===== config.mk =====
export PLATFORM = sky130hd
export DESIGN_NAME = blink_rate_selector
export DESIGN_NICKNAME = d
export VERILOG_FILES = /design/src/rtl/blink_rate_selector.sv
export SDC_FILE = /design/constraint.sdc
export NUM_CORES = 1
export LEC_CHECK = 0
export CORE_MARGIN = 2
export CORE_UTILIZATION = 30
export DETAILED_ROUTE_END_ITERATION = 12
export GPL_TIMING_DRIVEN = 1
export PLACE_DENSITY = 0.59
export SLEW_MARGIN = 15
export SYNTH_ARGS = -nofsm -noshare
export SYNTH_HDL_FRONTEND = slang
export SYNTH_SLANG_ARGS = --single-unit

===== constraint.sdc =====
create_clock -name i_clk -period 2 [get_ports i_clk]
set_input_delay 0.3 -clock i_clk [delete_from_list [all_inputs] [get_ports i_clk]]
set_output_delay 0.3 -clock i_clk [all_outputs]
set_load 0.05 [all_outputs]

===== src/rtl/blink_rate_selector.sv =====
`timescale 1ns/1ps
`default_nettype none
// +----------------------------------------------------------------------------+
// | Module      : blink_rate_selector                                          |
// | Description : Push-button blink-rate selector. Synchronises and debounces  |
// |               a raw switch, steps a four-rate FSM on each accepted press   |
// |               and presents the matching half-period terminal count.        |
// |               Optional macro BLINK_RATE_LONG_PRESS_EN adds a hold counter  |
// |               that returns the selector to rate 0 after a long press.      |
// | Revision    : 1.0 - initial release                                        |
// +----------------------------------------------------------------------------+
module blink_rate_selector #(
    parameter int unsigned DEBOUNCE_CYCLES   = 250000,
    parameter logic [23:0] HALF_PERIOD_0     = 24'd12499999,
    parameter logic [23:0] HALF_PERIOD_1     = 24'd6249999,
    parameter logic [23:0] HALF_PERIOD_2     = 24'd3124999,
    parameter logic [23:0] HALF_PERIOD_3     = 24'd1562499,
    parameter int unsigned LONG_PRESS_CYCLES = 25000000
) (
    input  logic        i_clk,
    input  logic        i_reset,
    input  logic        i_switch,
    output logic [23:0] o_half_period,
    output logic [1:0]  o_rate_sel,
    output logic        o_rate_change,
    output logic        o_press,
    output logic        o_long_press
);

    // A single-cycle debounce window still needs a one-bit counter.
    localparam int unsigned c_DEB_W = (DEBOUNCE_CYCLES > 1) ? $clog2(DEBOUNCE_CYCLES) : 1;
    localparam logic [c_DEB_W-1:0] c_DEB_LAST = c_DEB_W'(DEBOUNCE_CYCLES - 1);

    localparam logic [1:0] c_RATE0 = 2'd0;
    localparam logic [1:0] c_RATE1 = 2'd1;
    localparam logic [1:0] c_RATE2 = 2'd2;
    localparam logic [1:0] c_RATE3 = 2'd3;

    // Elaboration-time sanity checks on the timing parameters.
    if (DEBOUNCE_CYCLES < 1) begin : g_bad_debounce
        $error("DEBOUNCE_CYCLES must be at least 1");
    end
    if (LONG_PRESS_CYCLES < 2) begin : g_bad_long_press
        $error("LONG_PRESS_CYCLES must be at least 2");
    end

    logic               r_sync_0;
    logic               r_sync_1;
    logic [c_DEB_W-1:0] r_deb_cnt;
    logic               r_deb_level;
    logic               r_deb_prev;
    logic               w_rise;
    logic               w_long;
    logic [1:0]         r_state;
    logic [1:0]         r_state_d;
    logic [1:0]         w_state_nxt;
    logic [23:0]        w_half_nxt;
    logic [23:0]        r_half_period;
    logic               r_press;
    logic               r_rate_change;

    // Two-flop synchroniser for the asynchronous push-button.
    always_ff @(posedge i_clk or posedge i_reset) begin
        if (i_reset) begin
            r_sync_0 <= 1'b0;
            r_sync_1 <= 1'b0;
        end else begin
            r_sync_0 <= i_switch;
            r_sync_1 <= r_sync_0;
        end
    end

    // Debounce: accept a new level only after it has differed for a full window.
    always_ff @(posedge i_clk or posedge i_reset) begin
        if (i_reset) begin
            r_deb_cnt   <= '0;
            r_deb_level <= 1'b0;
        end else if (r_sync_1 == r_deb_level) begin
            r_deb_cnt <= '0;
        end else if (r_deb_cnt == c_DEB_LAST) begin
            r_deb_level <= r_sync_1;
            r_deb_cnt   <= '0;
        end else begin
            r_deb_cnt <= r_deb_cnt + c_DEB_W'(1);
        end
    end

    // Delayed debounced level for edge detection.
    always_ff @(posedge i_clk or posedge i_reset) begin
        if (i_reset) begin
            r_deb_prev <= 1'b0;
        end else begin
            r_deb_prev <= r_deb_level;
        end
    end

    // Exactly one cycle of w_rise per accepted press, however long it is held.
    assign w_rise = r_deb_level & ~r_deb_prev;

`ifdef BLINK_RATE_LONG_PRESS_EN
    // Counter saturates one past the trigger value so a hold fires only once.
    localparam int unsigned c_HOLD_W = $clog2(LONG_PRESS_CYCLES + 1);
    localparam logic [c_HOLD_W-1:0] c_HOLD_LAST = c_HOLD_W'(LONG_PRESS_CYCLES - 1);
    localparam logic [c_HOLD_W-1:0] c_HOLD_SAT  = c_HOLD_W'(LONG_PRESS_CYCLES);

    logic [c_HOLD_W-1:0] r_hold_cnt;
    logic                r_long_press;

    // Hold counter: runs while the debounced level is high, clears when low.
    always_ff @(posedge i_clk or posedge i_reset) begin
        if (i_reset) begin
            r_hold_cnt <= '0;
        end else if (!r_deb_level) begin
            r_hold_cnt <= '0;
        end else if (r_hold_cnt != c_HOLD_SAT) begin
            r_hold_cnt <= r_hold_cnt + c_HOLD_W'(1);
        end
    end

    assign w_long = r_deb_level && (r_hold_cnt == c_HOLD_LAST);

    // Long-press strobe, aligned with the FSM jump back to rate 0.
    always_ff @(posedge i_clk or posedge i_reset) begin
        if (i_reset) begin
            r_long_press <= 1'b0;
        end else begin
            r_long_press <= w_long;
        end
    end

    assign o_long_press = r_long_press;
`else
    assign w_long       = 1'b0;
    assign o_long_press = 1'b0;
`endif

    // FSM state register.
    always_ff @(posedge i_clk or posedge i_reset) begin
        if (i_reset) begin
            r_state <= c_RATE0;
        end else begin
            r_state <= w_state_nxt;
        end
    end

    // FSM next state: long press wins over a rising edge.
    always_comb begin
        w_state_nxt = r_state;
        if (w_long) begin
            w_state_nxt = c_RATE0;
        end else if (w_rise) begin
            case (r_state)
                c_RATE0: w_state_nxt = c_RATE1;
                c_RATE1: w_state_nxt = c_RATE2;
                c_RATE2: w_state_nxt = c_RATE3;
                default: w_state_nxt = c_RATE0;
            endcase
        end
    end

    // FSM output decode on the next state so the registered period tracks the state.
    always_comb begin
        w_half_nxt = HALF_PERIOD_0;
        case (w_state_nxt)
            c_RATE0: w_half_nxt = HALF_PERIOD_0;
            c_RATE1: w_half_nxt = HALF_PERIOD_1;
            c_RATE2: w_half_nxt = HALF_PERIOD_2;
            default: w_half_nxt = HALF_PERIOD_3;
        endcase
    end

    // Output registers; the change strobe lags the state update by one cycle.
    always_ff @(posedge i_clk or posedge i_reset) begin
        if (i_reset) begin
            r_half_period <= HALF_PERIOD_0;
            r_press       <= 1'b0;
            r_state_d     <= c_RATE0;
            r_rate_change <= 1'b0;
        end else begin
            r_half_period <= w_half_nxt;
            r_press       <= w_rise;
            r_state_d     <= r_state;
            r_rate_change <= (r_state != r_state_d);
        end
    end

    assign o_half_period = r_half_period;
    assign o_rate_sel    = r_state;
    assign o_press       = r_press;
    assign o_rate_change = r_rate_change;

endmodule
`default_nettype wire


---- After elaboration in Yosys (flattened, before gate mapping) ----
Cells that the tools add are included.
word-level totals
  register bits after elaboration ......... 52
  output and inout port bits .............. 29
  word-level logic and storage cells ...... 29
  input bits .............................. 3
operators by class
  add/subtract/negate cells ............... 1
  muxes and demuxes ....................... 5
  bitwise operators ....................... 3
  equal/unequal tests ..................... 7
  reductions and logical operators ........ 3
operator list
  kind                                           count
  one-hot mux 24 bit (3 select lines)            1
  2-to-1 mux 18 bit                              2
  adder 18 x 1 -> 18 bit, second input constant  1
  == test 18 bit, second input constant          1
  one-hot mux 2 bit (3 select lines)             1
  == test 2 x 1 -> 1 bit, second input constant  2
  == test 2 bit, second input constant           2
  zero test 2 bit                                2
  2-to-1 mux 2 bit                               1
  != test 2 bit                                  1
  NOT 1 bit                                      2
  AND reduction 2 bit                            1
  AND 1 bit                                      1
  == test 1 bit                                  1

---- Depth between registers and ports, before layout ----
  depth in word-level cells ............... 5
  depth in mapped cells ................... 6

---- Worst setup path before layout ----
OpenSTA, ideal clock, no wires.
  kind .................................... reg2reg
  start point ............................. register r_deb_cnt[4]
  end point ............................... register r_deb_level
  library setup time ...................... 125 ps
  cell stages (with the launch flop) ...... 6
  arrival time ............................ 1,931 ps
  required time ........................... 1,875 ps
  period minus slack after synthesis ...... 2,055 ps
  path slack .............................. -55 ps
  cells stage by stage .................... dfrtp_1 > buf_6 > or4b_1 > or4_4 > nor2_1 > mux2_2
on the way
  longest elaborated chain between the ends .. 2
RTL lines
  what                                  line  text
  start, declared                       49    logic [c_DEB_W-1:0] r_deb_cnt;
  start signal, assigned                84    r_deb_cnt <= r_deb_cnt + c_DEB_W'(1);
  == test 18 bit                        80    end else if (r_deb_cnt == c_DEB_LAST) begin
  AND reduction 2 bit (no source line)  n/a
  end signal, assigned                  81    r_deb_level <= r_sync_1;
  end, declared                         50    logic r_deb_level;
Every way passes these cells.
A chain may end at the register's enable or synchronous reset.

---- Worst setup path in the final report ----
  start point ............................. register r_deb_cnt[11]
  end point ............................... register r_deb_level
Same word-level chain as after synthesis.

==> reports/results.txt <==
Worst-Skew Late Latency = 0.29 ns
Worst-path clk slew = 0.08 ns
CP max FO = 2
PwrDens = 653 nW/um^2
buffer and inverter count on the worst path = 0
Max Fclk = 0.507 GHz
Worst-Margin Slew = 0.494 ns
largest net degree at the start of global routing = 40
setup violation total in the final timing report = 0
# DRC = 0
IO Count = 32
yosys warns = 0
die area = 6340 sq um
Max stage delay cell, worst path = or4_4
Worst Setup SP = r_deb_cnt[11]
Cell Rows = 27
Root Driver = clkbuf_8
Area Overhead vs Synth = 23.7%
CTS sink cnt = 39
GRT overflow = 0
most used routing layer = met2
GR Util met3 = 0.0317
routed vias/inst = 4.26
Hold WC Path Type = reg -> reg
vias in the first global route = 1077
max_cap viols = 0
diodes inserted = 0
first-pass GRT wire length = 4.73 mm
nets = 192
CP arrival = 2.15 ns
total number of vias = 1104
post-DP HPWL = 1.90 mm
CTS tree = built
Longest Clk Path Bufs = 2
relative max-transition margin = 0.661
fin crit share = 0.986
die width = 79.6 um
clk_skew = 0.00511 ns
post-synthesis sequential area ratio = 0.573
post-synthesis async set-or-reset flop share = 1.00
synthesized area per cell = 11.1 sq um
Total Routing Usage GR = 0.0972
Detailed Routing Iterations Pass 1 = 4
Slew Viols, Final = 0
CTS Buf Count = 5
hold slack = 0.346 ns
Initial Util = 0.312
hold wc startpoint = r_sync_0
dpl cell area = 2030 sq um
DR WL/cell = 10.7 um
fin area = 2120 sq um
crit path time final = 1.97 ns
Post-synth EDFFs = 0
Routed WL = 2.76 mm
GP Congestion = 0.765
status = finished, final reports clean
M2 GR Usage = 0.151
Synth Instances = 155
RSZ-0062 raised after global routing = yes
most common flop cell mapped by yosys = dfrtp_1
Cell Chain, Critical Path = or4_1 -> or4_4 -> nor2_4 -> mux2_4
layout cells sized above 1 = 0.155
H-Tree Depth = 2
Critical R2R Launch = r_deb_cnt[11]
most common cell after layout, fill and taps aside = dfrtp_1
port bufs = 23
Worst path max stage delay = 0.56 ns
DRT antenna net count = 0
setup TNS = 0 ns
Die Ht = 79.6 um
GRT met1 Usage = 0.121
drt initial violations = 20
Yosys reg bits = 39
worst path required time = 2.18 ns
synthesized area = 1720 sq um
Filler Cells Inserted = 545
post-CTS setup buffers = 0
Final Hold Fails = 0
cell family with most CP delay = simple AND/OR/NAND/NOR gates
Leakage = 0.947 nW
commonest cells after routing, fill and taps aside = dfrtp_1, clkdlybuf4s50_1, nor2_1
crit end category = flop
initial antenna violation count = 0
startpoint types = flop
VDD IR max = 0.365 mV
core box area = 5510 sq um
kind of critical path = reg -> reg
Netlist cell types = 30
cells in the mapped netlist (3+ instances only):
| library cell | count | area share |
|---|---|---|
| buf_4 | 14 | 0.061 |
| dfrtp_1 | 33 | 0.48 |
| dfstp_2 | 6 | 0.092 |
| ha_1 | 3 | 0.022 |
| inv_1 | 10 | 0.022 |
| nand2_1 | 9 | 0.020 |
| nand3_1 | 5 | 0.015 |
| nand4_1 | 4 | 0.015 |
| nor2_1 | 22 | 0.048 |
| nor3_1 | 3 | 0.0087 |
| nor4_1 | 4 | 0.015 |
| or4_1 | 3 | 0.013 |
| xnor2_1 | 14 | 0.071 |
| xor2_1 | 3 | 0.015 |
worst register-to-register path, stage by stage, from the launching register on:
cell     delay (ns)
dfrtp_1        0.37
or4_1          0.51
or4_4          0.56
nor2_4         0.13
mux2_4         0.29
area by class of cell:
| cell class | count | area, sq um | share of cell area |
|---|---|---|---|
| Timing Repair Buffer | 34 | 325 | 0.153 |
| Inverter | 10 | 37.5 | 0.0177 |
| Sequential cell | 39 | 983 | 0.463 |
| Tap cell | 72 | 90.1 | 0.0424 |
| Clock buffer | 6 | 72.6 | 0.0342 |
| Clock inverter | 2 | 12.5 | 0.00589 |
| Multi-Input combinational cell | 96 | 602 | 0.283 |
state kept, by name, indices dropped and copies added, names as in the netlist:
| signal | flops |
|---|---|
| r_deb_level | 1 |
| r_deb_cnt | 18 |
| o_half_period | 11 |
| o_press | 1 |
| o_rate_sel | 2 |
| o_rate_change | 1 |
| r_sync_1 | 1 |
| r_state_d | 2 |
| r_deb_prev | 1 |
| r_sync_0 | 1 |
path summary, 6_finish.rpt:
kind,to,slack (ns),cells after the start
worst max-delay path,r_deb_level,0.03,4
max in group asynchronous,o_half_period[20],1.23,3
worst min register to register,r_sync_1,0.35,0
worst max register to register,r_deb_level,0.03,4
min in group asynchronous,r_sync_1,0.42,3
worst min-delay path,r_sync_1,0.35,0
logic make-up after synthesis:
group	after synthesis	synth area share
flip-flops	39	0.573
AND/OR/NAND/NOR	59	0.176
XOR/XNOR	17	0.0867
adder cells (fa/ha/maj)	3	0.0219
buffers and inverters	26	0.0962
AO/OA/AOI/OAI	7	0.0299
other	2	0.00437
multiplexers	2	0.0124
where the power goes:
| part | total (mW) | internal [mW] | switching (mW) | leakage [nW] |
|---|---|---|---|---|
| combinational | 0.0738 | 0.0148 | 0.0591 | 0.388 |
| clock | 0.512 | 0.244 | 0.268 | 0.0412 |
| sequential | 0.801 | 0.796 | 0.00493 | 0.517 |
timing repair:
item / CTS / global route
endpoints found under the setup margin: 0 / 1
gates resized for setup: 0 / 1
hold buffers: 0 / 0
per-stage QoR:
stage / setup slack, ns / instances / total power, mW / util
2_1_floorplan: 0.0117 / 161 / 0.887 / -
3_3_place_gp: 0.0392 / 251 / 0.891 / 0.369
3_5_place_dp: 0.0276 / 251 / 0.891 / 0.369
4_1_cts: 0.0218 / 259 / 1.41 / 0.385
5_1_grt: -0.00571 / 259 / 1.45 / 0.386
6_report: 0.0279 / 259 / 1.39 / 0.386
layer usage:
layer,up-vias,wire length [um]
li1,548,-
met1,508,1320
met2,41,1230
met3,7,175
met4,0,44
met5,-,0
Power figures use the tool's default switching activity.
==> RTL edit 1: new RTL, same flow settings <==
Register the input `i_switch` before use, without a reset. The logic sees it one clock later.
--- a/src/rtl/blink_rate_selector.sv
+++ b/src/rtl/blink_rate_selector.sv
@@ -37,4 +37,10 @@
     localparam logic [1:0] c_RATE3 = 2'd3;
 
+    logic i_switch_q;
+
+    always_ff @(posedge i_clk) begin
+        i_switch_q <= i_switch;
+    end
+
     // Elaboration-time sanity checks on the timing parameters.
     if (DEBOUNCE_CYCLES < 1) begin : g_bad_debounce
@@ -66,5 +72,5 @@
             r_sync_1 <= 1'b0;
         end else begin
-            r_sync_0 <= i_switch;
+            r_sync_0 <= i_switch_q;
             r_sync_1 <= r_sync_0;
         end
Function: same outputs for any inputs over 10 cycles, from zero or initial values and one cycle with i_reset high; that may be too few to reach the edited logic, so the function may still have changed.
==> RTL edit 1 against the original RTL <==
Via count rose by 0.63%; total power rose by 13%; critical path type unchanged; worst setup slack improved by 0.0012 ns; synthesized cell count rose by 0.65%; sequential cell count rose by 1; largest power group unchanged; routed wire length fell by 1.3%; synthesized area rose by 1.2%; highest routed layer unchanged; cell area rose by 2.9%.
==> RTL edit 1: results (changes against the original RTL) <==
status: complete, no violations
buffer share of cell area: 15.2% (-0.095 points)
Non-Clock Inverter Count: 10 (unchanged)
wire length on met3: 157 um (-10%)
Hold Slack: 0.331 ns (-0.0155 ns)
post-CTS setup repair buffer count: 0 (unchanged)
drt first pass iters: 4 (unchanged)
Worst-Margin Slew: 0.496 ns (+0.00158 ns)
clk_skew: 0.00714 ns (+0.00203 ns)
Ys Warns: 0 (unchanged)
met2 WL: 1210 um (-1.5%)
Synth Register Bits: 40 (+2.6%)
Clock-cell share: 5.32% (+1.3 points)
Multi-In Gates: 96 (unchanged)
non-clock buffer count: 35 (+2.9%)
CTS Root Cell: clkbuf_8
worst r2r path cells: 4 (unchanged)
GRT Overall Usage: 9.52% (-0.19 points)
Biggest register: r_deb_cnt
Tightest Hold Check Type: reg2reg
Synth top cells by count: dfrtp_1, nor2_1, buf_4, xnor2_1, inv_1
Cell variety after synth: 31 (+3.3%)
max reg flops: 18 (unchanged)
critical path fanouts, max: 2 (unchanged)
global-route wire length before repair: 4640 um (-1.8%)
NumNets Final: 194 (+1.0%)
multi-input gate share of the layout cell area: 27.7% (-0.64 points)
routed len/inst: 10.4 um (-2.0%)
Synth area leaders: dfrtp_1, dfstp_2, xnor2_1
VDD IR max: 441 uV (+21%)
vias in the first global route: 1033 (-4.1%)
Seq/total area: 45.9% (-0.41 points)
hold wc startpoint: i_switch_q
r2r setup slk: 0.03 ns
CTS Buffer Depth: 2 (unchanged)
sequential element share of the synthesized area: 57.8% (+0.49 points)
Placer Congestion: 0.761 (-0.54%)
Leak: 0.977 nW (+3.1%)
share of layout cells above drive strength 1: 16.9% (+1.4 points)
Post-DP HPWL: 1930 um (+2.0%)
Crit. Startpoint: r_deb_cnt[11]
fraction of registers with async set or reset after synthesis: 97.5% (-2.5 points)
initial drt markers: 47 (+140%)
Hold Path Sink: r_sync_0
Crit-path slowest cell: or4_4
worst skew pair latency: 0.29 ns (about the same)
clock transition at the registers of the reported paths: 0.08 ns (about the same)
fill count: 545 (unchanged)
Crit path largest cell delay: 0.56 ns (about the same)
largest net degree at the start of global routing: 40 (unchanged)
via count: 1111 (+0.63%)
Num CTS Buffers: 5 (unchanged)
crit path DAT: 2.15 ns (about the same)
M1 wire length: 1320 um (unchanged)
antenna cell count: 0 (unchanged)
[RTL edit 1: layer usage]
| layer | track usage [%] | vias up |
|---|---|---|
| li1 | - | 554 |
| met1 | 11.9 | 523 |
| met2 | 14.7 | 29 |
| met3 | 3.03 | 5 |
| met4 | 5.08 | 0 |
| met5 | 0 | - |
[RTL edit 1: through the flow]
step           utilization, %  area (sq um)  worst slack [ns]  setup TNS, ns  instances
2_1_floorplan               -          1770            0.0117              0        162
3_3_place_gp             37.2          2060            0.0438              0        253
3_5_place_dp             37.2          2060            0.0170              0        253
4_1_cts                  39.3          2180            0.0124              0        261
5_1_grt                  39.5          2190           -0.0268        -0.0303        261
6_report                 39.5          2190            0.0291              0        261
[RTL edit 1: report_power, final]
part / switching (mW) / internal (mW) / leakage [nW] / total [mW]
Sequential: 0.00519 / 0.816 / 0.526 / 0.822
Combinational: 0.0593 / 0.0148 / 0.393 / 0.0741
Clock: 0.293 / 0.376 / 0.0583 / 0.668
Total: 0.357 / 1.21 / 0.977 / 1.56
[RTL edit 1: cells by family (layout without fill, tap and decap cells)]
kind of cell | after synthesis | after routing | share of synthesized area, %
AO/OA/AOI/OAI | 7 | 7 | 2.95
adder cells (fa/ha/maj) | 3 | 3 | 2.16
other | 2 | 8 | 0.432
buffers and inverters | 26 | 53 | 9.51
XOR/XNOR | 17 | 17 | 8.57
AND/OR/NAND/NOR | 59 | 59 | 17.4
flip-flops | 40 | 40 | 57.8
multiplexers | 2 | 2 | 1.22
[RTL edit 1: timing repair]
action                                  CTS  global route
endpoints found under the setup margin    0             1
hold endpoints to repair                  0             0
resized for setup                         0             2
==> RTL edit 2: new RTL, same settings <==
Without the edit above. Set the parameter `HALF_PERIOD_2` to 24'd2097152 (it was 24'd3124999).
--- a/src/rtl/blink_rate_selector.sv
+++ b/src/rtl/blink_rate_selector.sv
@@ -14,5 +14,5 @@
     parameter logic [23:0] HALF_PERIOD_0     = 24'd12499999,
     parameter logic [23:0] HALF_PERIOD_1     = 24'd6249999,
-    parameter logic [23:0] HALF_PERIOD_2     = 24'd3124999,
+    parameter logic [23:0] HALF_PERIOD_2     = 24'd2097152,
     parameter logic [23:0] HALF_PERIOD_3     = 24'd1562499,
     parameter int unsigned LONG_PRESS_CYCLES = 25000000
Check against the original RTL: same outputs for any inputs over 10 cycles, from zero or initial values and one cycle with i_reset high; that may be too few to reach the edited logic, so the function may still have changed.
==> RTL edit 2 against the original RTL <==
Count of clock-buffer cells in the layout rose by 1; total power fell by 0.22%; worst setup slack got worse by 0.00071 ns; worst hold slack improved by 0.023 ns; largest power group unchanged; sequential power fell by 9.9%; synthesized area fell by 1.9%; fmax barely moved; routed wire length rose by 4.3%; largest cell class unchanged; cell area barely moved; sequential cell count fell by 4; die area fell by 1.8%; critical path depth did not move; highest routed layer unchanged.
==> RTL edit 2: results (changes against the original RTL) <==
Post-DP HPWL: 2100 um (+11%)
crit path DAT: 2.14 ns
clock transition at the registers of the reported paths: 0.07 ns
CTS Root Cell: clkbuf_8
Compound-Gate Fraction of Synth Area: 3.19% (+0.21 points)
initial drt markers: 40 (+100%)
wire length on met3: 74 um (-58%)
status: complete, no violations
Leak: 0.932 nW (-1.5%)
Num CTS Buffers: 5 (unchanged)
syn_area_per_cell: 10.9 sq um (-1.3%)
CTS Buffer Depth: 2 (unchanged)
H-tree Lvls: 2 (unchanged)
VDD IR max: 323 uV (-11%)
Tightest Hold Check Type: reg2reg
max reg flops: 18 (unchanged)
NumNets Final: 195 (+1.6%)
global-route wire length before repair: 4940 um (+4.5%)
vias in the first global route: 1092 (+1.4%)
worst skew pair latency: 0.28 ns
Placement Setup Slack: 0.0259 ns (-0.00174 ns)
cell area after layout: 2120 sq um (about the same)
Biggest register: r_deb_cnt
Placer Congestion: 0.801 (+4.7%)
share of layout cells above drive strength 1: 20.0% (+4.5 points)
final antenna-violating net count: 0 (unchanged)
Placed Area: 2010 sq um (-0.98%)
max layer used: met4
M1 wire length: 1360 um (+3.5%)
hold buffers post-CTS: 0 (unchanged)
Slew headroom: 65.9% (-0.26 points)
routed len/inst: 11.2 um (+5.1%)
fill count: 550 (+0.92%)
Synth area leaders: dfrtp_1, buf_4, dfstp_2
Cell variety after synth: 26 (-13%)
GRT Overall Usage: 10.3% (+0.63 points)
final wirelength: 2880 um (+4.3%)
fraction of registers with async set or reset after synthesis: 100% (unchanged)
Port Buffers: 28 (+22%)
critical path fanouts, max: 2 (unchanged)
Synth top cells by count: dfrtp_1, nor2_1, buf_4, nand3_1, xnor2_1
drt first pass iters: 4 (unchanged)
met2 WL: 1390 um (+13%)
dpl cells: 249 (-0.80%)
antenna cell count: 0 (unchanged)
post-synthesis adder-cell area fraction: 5.94% (+3.8 points)
multiplexer area fraction after synthesis: 1.34% (+0.098 points)
vias per inst: 4.37 (+2.5%)
largest net degree at the start of global routing: 36 (-10%)
sequential element share of the synthesized area: 52.4% (-4.9 points)
Ys Warns: 0 (unchanged)
initial antenna violation count: 0 (unchanged)
Post-Synth XOR/XNOR Area: 8.84% (+0.17 points)
clk_skew: 0.00858 ns (+0.00347 ns)
## RTL edit 2: path summary, 6_finish.rpt
path | from | to | slack, ns | depth (start not counted)
setup reg to reg | r_deb_cnt[11] | r_deb_level | 0.03 | 4
hold / removal | r_sync_0 | r_sync_1 | 0.37 | 0
max in group asynchronous | i_reset | o_half_period[21] | 1.24 | 3
hold reg to reg | r_sync_0 | r_sync_1 | 0.37 | 0
setup / recovery | r_deb_cnt[11] | r_deb_level | 0.03 | 4
min in group asynchronous | i_reset | r_deb_cnt[4] | 0.41 | 3
## RTL edit 2: kinds of logic after synthesis
logic type	after synthesis
adder cells (fa/ha/maj)	8
other	1
multiplexers	2
XOR/XNOR	17
AND/OR/NAND/NOR	57
buffers and inverters	27
AO/OA/AOI/OAI	7
flip-flops	35
## RTL edit 2: power breakdown
group	switching [mW]	total, mW	internal [mW]
Combinational	0.0375	0.0523	0.0147
Clock	0.236	0.608	0.373
Sequential	0.00696	0.722	0.715
Total	0.280	1.38	1.10
## RTL edit 2: area by class of cell
cell class,instances,area (sq um),area share [%]
repair buffers,40,365,17.2
flip-flops and latches,35,883,41.6
multi-input cells,94,647,30.5
inverters,8,30.0,1.42
clock inverters,1,30.0,1.42
clock buffers,7,76.3,3.60
well taps,72,90.1,4.25
## RTL edit 2: critical path: stages (launching register included)
cell,delay (ns)
dfrtp_1,0.37
or4_1,0.51
or4_4,0.56
nor2_4,0.13
mux2_4,0.29
## RTL edit 2: what timing repair did
item                       CTS  global route
setup buffers                0             0
setup endpoints to repair    0            12
gates resized for setup      0             1
## RTL edit 2: per-layer routing
layer | global-route usage, % | vias to the layer above
li1 | - | 559
met1 | 13.3 | 544
met2 | 15.9 | 16
met3 | 2.73 | 4
met4 | 5.69 | 0
met5 | 0 | -
